<file path="src/rtl/ccsds_ldpc_pkg.sv">
// Shared constants and types for the CCSDS (8160,7136) LDPC output path.
package ccsds_ldpc_pkg;

  localparam int          CW_BITS    = 8160;
  localparam int          CADU_BYTES = 1024;
  localparam logic [31:0] ASM_WORD   = 32'h1ACFFC1D;

  // Randomizer state loaded at reset and at the start of every frame.
  localparam logic [7:0]  LFSR_SEED  = 8'hFF;

  // Packer FSM. FLUSH holds a zero-padded partial byte after an early tlast
  // until the output register can take it.
  typedef enum logic [1:0] {
    ST_IDLE  = 2'd0,
    ST_ASM   = 2'd1,
    ST_DATA  = 2'd2,
    ST_FLUSH = 2'd3
  } state_e;

endpackage

</file>
<file path="src/rtl/ccsds_randomizer_lfsr.sv">
// CCSDS pseudo-randomizer, h(x) = x^8 + x^7 + x^5 + x^3 + 1, Fibonacci form.
// lfsr[7] holds the oldest sequence bit and is the current output; new bits
// enter at lfsr[0]. From the all-ones seed the sequence reads FF 48 0E C0 ...
module ccsds_randomizer_lfsr
  import ccsds_ldpc_pkg::*;
(
  input  logic clk,
  input  logic rst_n,
  input  logic init,
  input  logic advance,
  output logic seq
);

  logic [7:0] lfsr;

  // Reseed on init, otherwise step once per consumed sequence bit.
  // NOTE: sequential state uses non-blocking assignments so every register
  // samples the pre-edge values, independent of statement order.
  always_ff @(posedge clk or negedge rst_n) begin
    if (!rst_n) begin
      lfsr <= LFSR_SEED;
    end else if (init) begin
      lfsr <= LFSR_SEED;
    end else if (advance) begin
      // a[n+8] = a[n+7] ^ a[n+5] ^ a[n+3] ^ a[n]
      lfsr <= {lfsr[6:0], lfsr[0] ^ lfsr[2] ^ lfsr[4] ^ lfsr[7]};
    end
  end

  assign seq = lfsr[7];

endmodule

</file>
<file path="src/rtl/ccsds_ldpc_asm_packer.sv">
// Turns the encoder's 1-bit codeword stream into byte-wide CADUs:
// 4 ASM bytes followed by the codeword packed MSB-first, optionally
// randomized. A single output register feeds the 8-bit AXI-Stream port.
module ccsds_ldpc_asm_packer #(
  parameter logic [31:0] ASM_WORD = ccsds_ldpc_pkg::ASM_WORD,
  parameter int          CW_BITS  = ccsds_ldpc_pkg::CW_BITS,
  parameter bit          RAND_EN  = 1'b1
) (
  input  logic       clk,
  input  logic       rst_n,
  input  logic       s_axis_tdata,
  input  logic       s_axis_tvalid,
  output logic       s_axis_tready,
  input  logic       s_axis_tlast,
  output logic [7:0] m_axis_tdata,
  output logic       m_axis_tvalid,
  input  logic       m_axis_tready,
  output logic       m_axis_tlast,
  output logic       frame_err
);

  import ccsds_ldpc_pkg::*;

  localparam int              CW_BYTES  = CW_BITS / 8;
  localparam int              BW        = (CW_BYTES > 1) ? $clog2(CW_BYTES) : 1;
  localparam logic [BW-1:0]   LAST_BYTE = BW'(CW_BYTES - 1);

  state_e        state;
  logic [1:0]    asm_cnt;
  logic [2:0]    bit_cnt;
  logic [BW-1:0] byte_cnt;
  logic [7:0]    pack_q;
  logic [7:0]    data_q;
  logic          valid_q;
  logic          last_q;
  logic          err_q;

  logic          loadable;
  logic          accept;
  logic          frame_start;
  logic          seq;
  logic          bit_in;
  logic          last_bit;
  logic [7:0]    pack_next;
  logic [7:0]    asm_byte;

  // The output register can take a byte when empty or draining this cycle.
  assign loadable    = !valid_q || m_axis_tready;
  // Input stalls only when the 8th bit would need a full output register.
  assign s_axis_tready = (state == ST_DATA) && ((bit_cnt != 3'd7) || loadable);
  assign accept      = s_axis_tvalid && s_axis_tready;
  assign frame_start = (state == ST_IDLE) && s_axis_tvalid;
  assign bit_in      = s_axis_tdata ^ (RAND_EN & seq);
  assign last_bit    = (byte_cnt == LAST_BYTE) && (bit_cnt == 3'd7);
  // Place the incoming bit at its MSB-first position; unfilled bits stay 0,
  // which gives the zero padding for a short final byte for free.
  assign pack_next   = pack_q | ({8{bit_in}} & (8'h80 >> bit_cnt));

  ccsds_randomizer_lfsr u_lfsr (
    .clk     (clk),
    .rst_n   (rst_n),
    .init    (frame_start),
    .advance (accept),
    .seq     (seq)
  );

  // Select the ASM byte for the current position, first-sent byte first.
  always_comb begin
    // NOTE: assigning a default before the case keeps this block purely
    // combinational even if a branch is ever left out.
    asm_byte = ASM_WORD[31:24];
    unique case (asm_cnt)
      2'd0: asm_byte = ASM_WORD[31:24];
      2'd1: asm_byte = ASM_WORD[23:16];
      2'd2: asm_byte = ASM_WORD[15:8];
      2'd3: asm_byte = ASM_WORD[7:0];
    endcase
  end

  // Frame FSM together with the packer, counters and output register.
  always_ff @(posedge clk or negedge rst_n) begin
    if (!rst_n) begin
      state    <= ST_IDLE;
      asm_cnt  <= 2'd0;
      bit_cnt  <= 3'd0;
      byte_cnt <= '0;
      pack_q   <= 8'd0;
      data_q   <= 8'd0;
      valid_q  <= 1'b0;
      last_q   <= 1'b0;
      err_q    <= 1'b0;
    end else begin
      err_q <= 1'b0;
      // A consumed byte empties the register unless a new one loads below.
      if (valid_q && m_axis_tready) valid_q <= 1'b0;

      unique case (state)
        ST_IDLE: begin
          if (s_axis_tvalid) begin
            state   <= ST_ASM;
            asm_cnt <= 2'd0;
          end
        end

        ST_ASM: begin
          if (loadable) begin
            data_q  <= asm_byte;
            valid_q <= 1'b1;
            last_q  <= 1'b0;
            asm_cnt <= asm_cnt + 2'd1;
            if (asm_cnt == 2'd3) begin
              state    <= ST_DATA;
              bit_cnt  <= 3'd0;
              byte_cnt <= '0;
              pack_q   <= 8'd0;
            end
          end
        end

        ST_DATA: begin
          if (accept) begin
            bit_cnt <= bit_cnt + 3'd1;
            pack_q  <= pack_next;
            // tlast must coincide exactly with the final codeword bit.
            if (last_bit != s_axis_tlast) err_q <= 1'b1;
            if (bit_cnt == 3'd7) begin
              data_q   <= pack_next;
              valid_q  <= 1'b1;
              last_q   <= last_bit || s_axis_tlast;
              pack_q   <= 8'd0;
              byte_cnt <= byte_cnt + BW'(1);
              if (last_bit || s_axis_tlast) state <= ST_IDLE;
            end else if (s_axis_tlast) begin
              state <= ST_FLUSH;
            end
          end
        end

        ST_FLUSH: begin
          if (loadable) begin
            data_q  <= pack_q;
            valid_q <= 1'b1;
            last_q  <= 1'b1;
            state   <= ST_IDLE;
          end
        end

        default: state <= ST_IDLE;
      endcase
    end
  end

  assign m_axis_tdata  = data_q;
  assign m_axis_tvalid = valid_q;
  assign m_axis_tlast  = last_q;
  assign frame_err     = err_q;

endmodule

</file>
<file path="config.mk">
export PLATFORM = sky130hd
export DESIGN_NAME = ccsds_ldpc_asm_packer
export DESIGN_NICKNAME = d
export VERILOG_FILES = /design/src/rtl/ccsds_ldpc_pkg.sv /design/src/rtl/ccsds_randomizer_lfsr.sv /design/src/rtl/ccsds_ldpc_asm_packer.sv
export SDC_FILE = /design/constraint.sdc
export NUM_CORES = 1
export LEC_CHECK = 0
export CORE_MARGIN = 2
export CORE_UTILIZATION = 27
export CTS_BUF_LIST = sky130_fd_sc_hd__clkbuf_2
export DETAILED_ROUTE_END_ITERATION = 8
export PLACE_DENSITY = 0.49
export SLEW_MARGIN = 25
export SYNTH_ARGS = -nofsm -noshare
export SYNTH_HDL_FRONTEND = slang
export SYNTH_SLANG_ARGS = --single-unit
</file>
<file path="constraint.sdc">
create_clock -name clk -period 4.6 [get_ports clk]
set_input_delay 1.38 -clock clk [delete_from_list [all_inputs] [get_ports clk]]
set_output_delay 1.38 -clock clk [all_outputs]
set_load 0.03 [all_outputs]
</file>
==> flow_metrics.tcl, run 1 <==
set metrics [dict create \
    crit_top_cell "clkdlybuf4s50_1" \
    dp_hpwl_um 3560 \
    fin_nets 269 \
    fillers 904 \
    firstDrtPassIters 4 \
    netlist_area_mm2 0.00235 \
    vias 1771 \
    areaGrowthSynthToFinish_pct 13.4 \
    period_needed_ns 4.27 \
    critPathLaunchType "input port" \
    cts_tree "built" \
    routed_wl_um 5150 \
    die_h_um 97.3 \
    fin_tns_setup_ns 0 \
    synth_common_cells "36 x dfrtp_1, 31 x nand2_1, 17 x nand3_1" \
    synth_cell_types 47 \
    min_from "u_lfsr.lfsr[5]" \
    dieArea_mm2 0.00947 \
    crit_start "m_axis_tready" \
    n_antenna_cell 0 \
    cts_buffers 5 \
    grt_use_total_pct 11.1 \
    hold_violations 0 \
    finalSetupViolCount 0 \
    die_x_um 97.3 \
    wl_per_cell_um 14.3 \
    antenna_found_initial 0 \
    synth-edff-count 0 \
    status "completed" \
    gp_congestion 0.762 \
    leakagePower_nw 1.19 \
    synth.most_common_cell "dfrtp_1" \
    cts.clk_slew.worst_paths_ns 0.26 \
    ys_ff_latch 44 \
    grt_pass1_vias 1667 \
    grt_setup_unrepaired "false" \
    cts-root-buf "clkbuf_2" \
    async_flop_share_pct 100 \
    postCtsSetupBuffers 0 \
    vdd_drop_max_v 0.000148 \
    place_area_mm2 0.00260 \
    pwr_density_cell_mw_per_mm2 509 \
    ys_seq_area_share_pct 47.3 \
    start_util_pct 27.3 \
    num_rows 34 \
    netlist_instances 236 \
    holdCritPathClass "flop to flop" \
    fin_area_mm2 0.00266 \
    drcViolationCount 0 \
    cts_hold_buf 0 \
    synth_ff_type "dfrtp_1" \
    crit_slowest_cell "clkdlybuf4s50_1" \
    overflow 0 \
    cap_violations 0 \
    synth.top_cell.area_share_pct 38.3 \
    maxClockFrequency_ghz 0.234 \
    pin_count 18 \
    worstHoldPathCells 2 \
    yosysWarnings 0 \
    synth.net_count 255 \
    clk_path_buf_depth 2 \
    antenna_left 0 \
    final_layout_size_suffix_gt1_share_pct 11.6 \
    worstPathCellList "clkdlybuf4s50_1 > nor2b_4 > a21oi_1 > clkdlybuf4s50_1" \
    yosys-top-cells-area "dfrtp_1 38%, dfstp_2 8.9%, ha_1 6.9%" \
    core-area_mm2 0.00859 \
    hold_ws_ns 0.502 \
    cts_resized 0 \
    crit_required_ns 3.22 \
    cts_sinks 44 \
    reg2regPathDepth 6 \
    critPathCaptureType "primary output" \
    drtIter0Drc 88 \
    worstSkewPairLatency_ns 0.43 \
    finalCritPeriodShare_pct 92.9 \
    worst_path_largest_cell_delay_ns 0.71 \
    grt_pass1_wl_um 8610 \
    max_slew_margin_pct 59.8 \
    skew_ns 0.0371 \
    reg2reg_from "bit_cnt[0]" \
    crit_arrival_ns 2.89 \
    cts_htree_levels 2 \
    maxSlewViolCount 0 \
    crit_type "input port to primary output" \
    worstPathMaxFanout 10 \
    yosysTopAreaCell "dfrtp_1" \
    via_per_inst 4.93 \
    max_slew.worst_pin.slew_ns 0.600 \
    syn_area_per_cell_um2 9.96 \
    grt_max_degree 45 \
    portBuffers 17 \
]
==> critical path: cells and delay by family <==
| family | cells | cell delay, ns |
|---|---|---|
| AND/OR/NAND/NOR | 1 | 0.09 |
| AO/OA/AOI/OAI | 1 | 0.20 |
| buffers and inverters | 2 | 1.22 |
==> routing by layer <==
layer	vias to the layer above	GRT usage, %	wire (um)
met4	0	2.88	53
li1	870	-	-
met3	8	2.37	143
met1	870	16.3	2670
met5	-	0	0
met2	23	16.7	2280
==> path summary, 6_finish.rpt <==
path	slack, ns	endpoint
hold reg to reg	0.50	u_lfsr.lfsr[6]
setup / recovery	0.33	s_axis_tready
hold / removal	0.50	u_lfsr.lfsr[6]
setup reg to reg	2.34	byte_cnt[8]
max in group asynchronous	3.28	byte_cnt[5]
min in group asynchronous	0.90	bit_cnt[2]
==> state kept, by name, indices dropped and copies added, names as in the netlist, 2 cells and up <==
register / count
m_axis_tdata: 8
state: 2
asm_cnt: 2
pack_q: 8
byte_cnt: 10
u_lfsr.lfsr: 8
bit_cnt: 3
==> placed cells by master, fill, tap and decap left out, types with 4 or more instances in the layout <==
cell	count
dfstp_2	8
a21oi_1	11
mux2i_1	5
a31oi_1	7
nand4_1	5
a22o_1	7
o21ai_0	10
nand3_1	17
dfrtp_1	36
nor2_1	10
inv_1	12
and3_1	5
o2bb2ai_1	5
clkdlybuf4s50_1	16
nand2_1	31
clkbuf_2	6
buf_4	4
ha_1	13
==> area by class of cell <==
| cell class | instances | area (um2) | share of cell area (%) |
|---|---|---|---|
| Sequential cell | 44 | 1110 | 41.7 |
| Timing Repair Buffer | 20 | 190 | 7.14 |
| Inverter | 12 | 45.0 | 1.69 |
| Clock buffer | 6 | 30.0 | 1.13 |
| Multi-Input combinational cell | 167 | 1120 | 41.9 |
| Clock inverter | 2 | 35.0 | 1.32 |
| Tap cell | 108 | 135 | 5.07 |
==> stage by stage <==
step                utilization (%)  worst slack [ns]  total power [mW]  cells
detailed placement             30.2             0.318              1.14    351
floorplan                         -              1.18             0.957    236
CTS                            31.0             0.307              1.37    359
finish                         31.0             0.327              1.35    359
global placement               30.2             0.305              1.14    351
global route                   31.0             0.257              1.45    359
==> logic make-up (layout without fill, tap and decap cells) <==
logic type      count (synthesis)  in the layout  synth area share (%)
simple gates                   84             84                  18.0
compound gates                 59             59                  18.1
flops                          44             44                  47.3
buf+inv                        25             40                  5.16
fa+ha+maj                      13             13                  6.92
mux                             7              7                  3.09
xor+xnor                        4              4                  1.49
==> where the power goes <==
group	total (mW)	switching, mW	internal [mW]
registers	0.565	0.0772	0.488
clock network	0.229	0.135	0.0934
logic	0.561	0.319	0.242
Power figures use the tool's default switching activity.
==> run 2, diff against run 1 <==
- CAP_MARGIN: not set -> 15
==> results of run 2 <==
The final DEF is identical to that of run 1; final timing and power are the same.
==> run 3, diff against run 2 <==
- TNS_END_PERCENT: not set -> 30
==> results of run 3 <==
The final DEF is identical to that of run 1; final timing and power are the same.
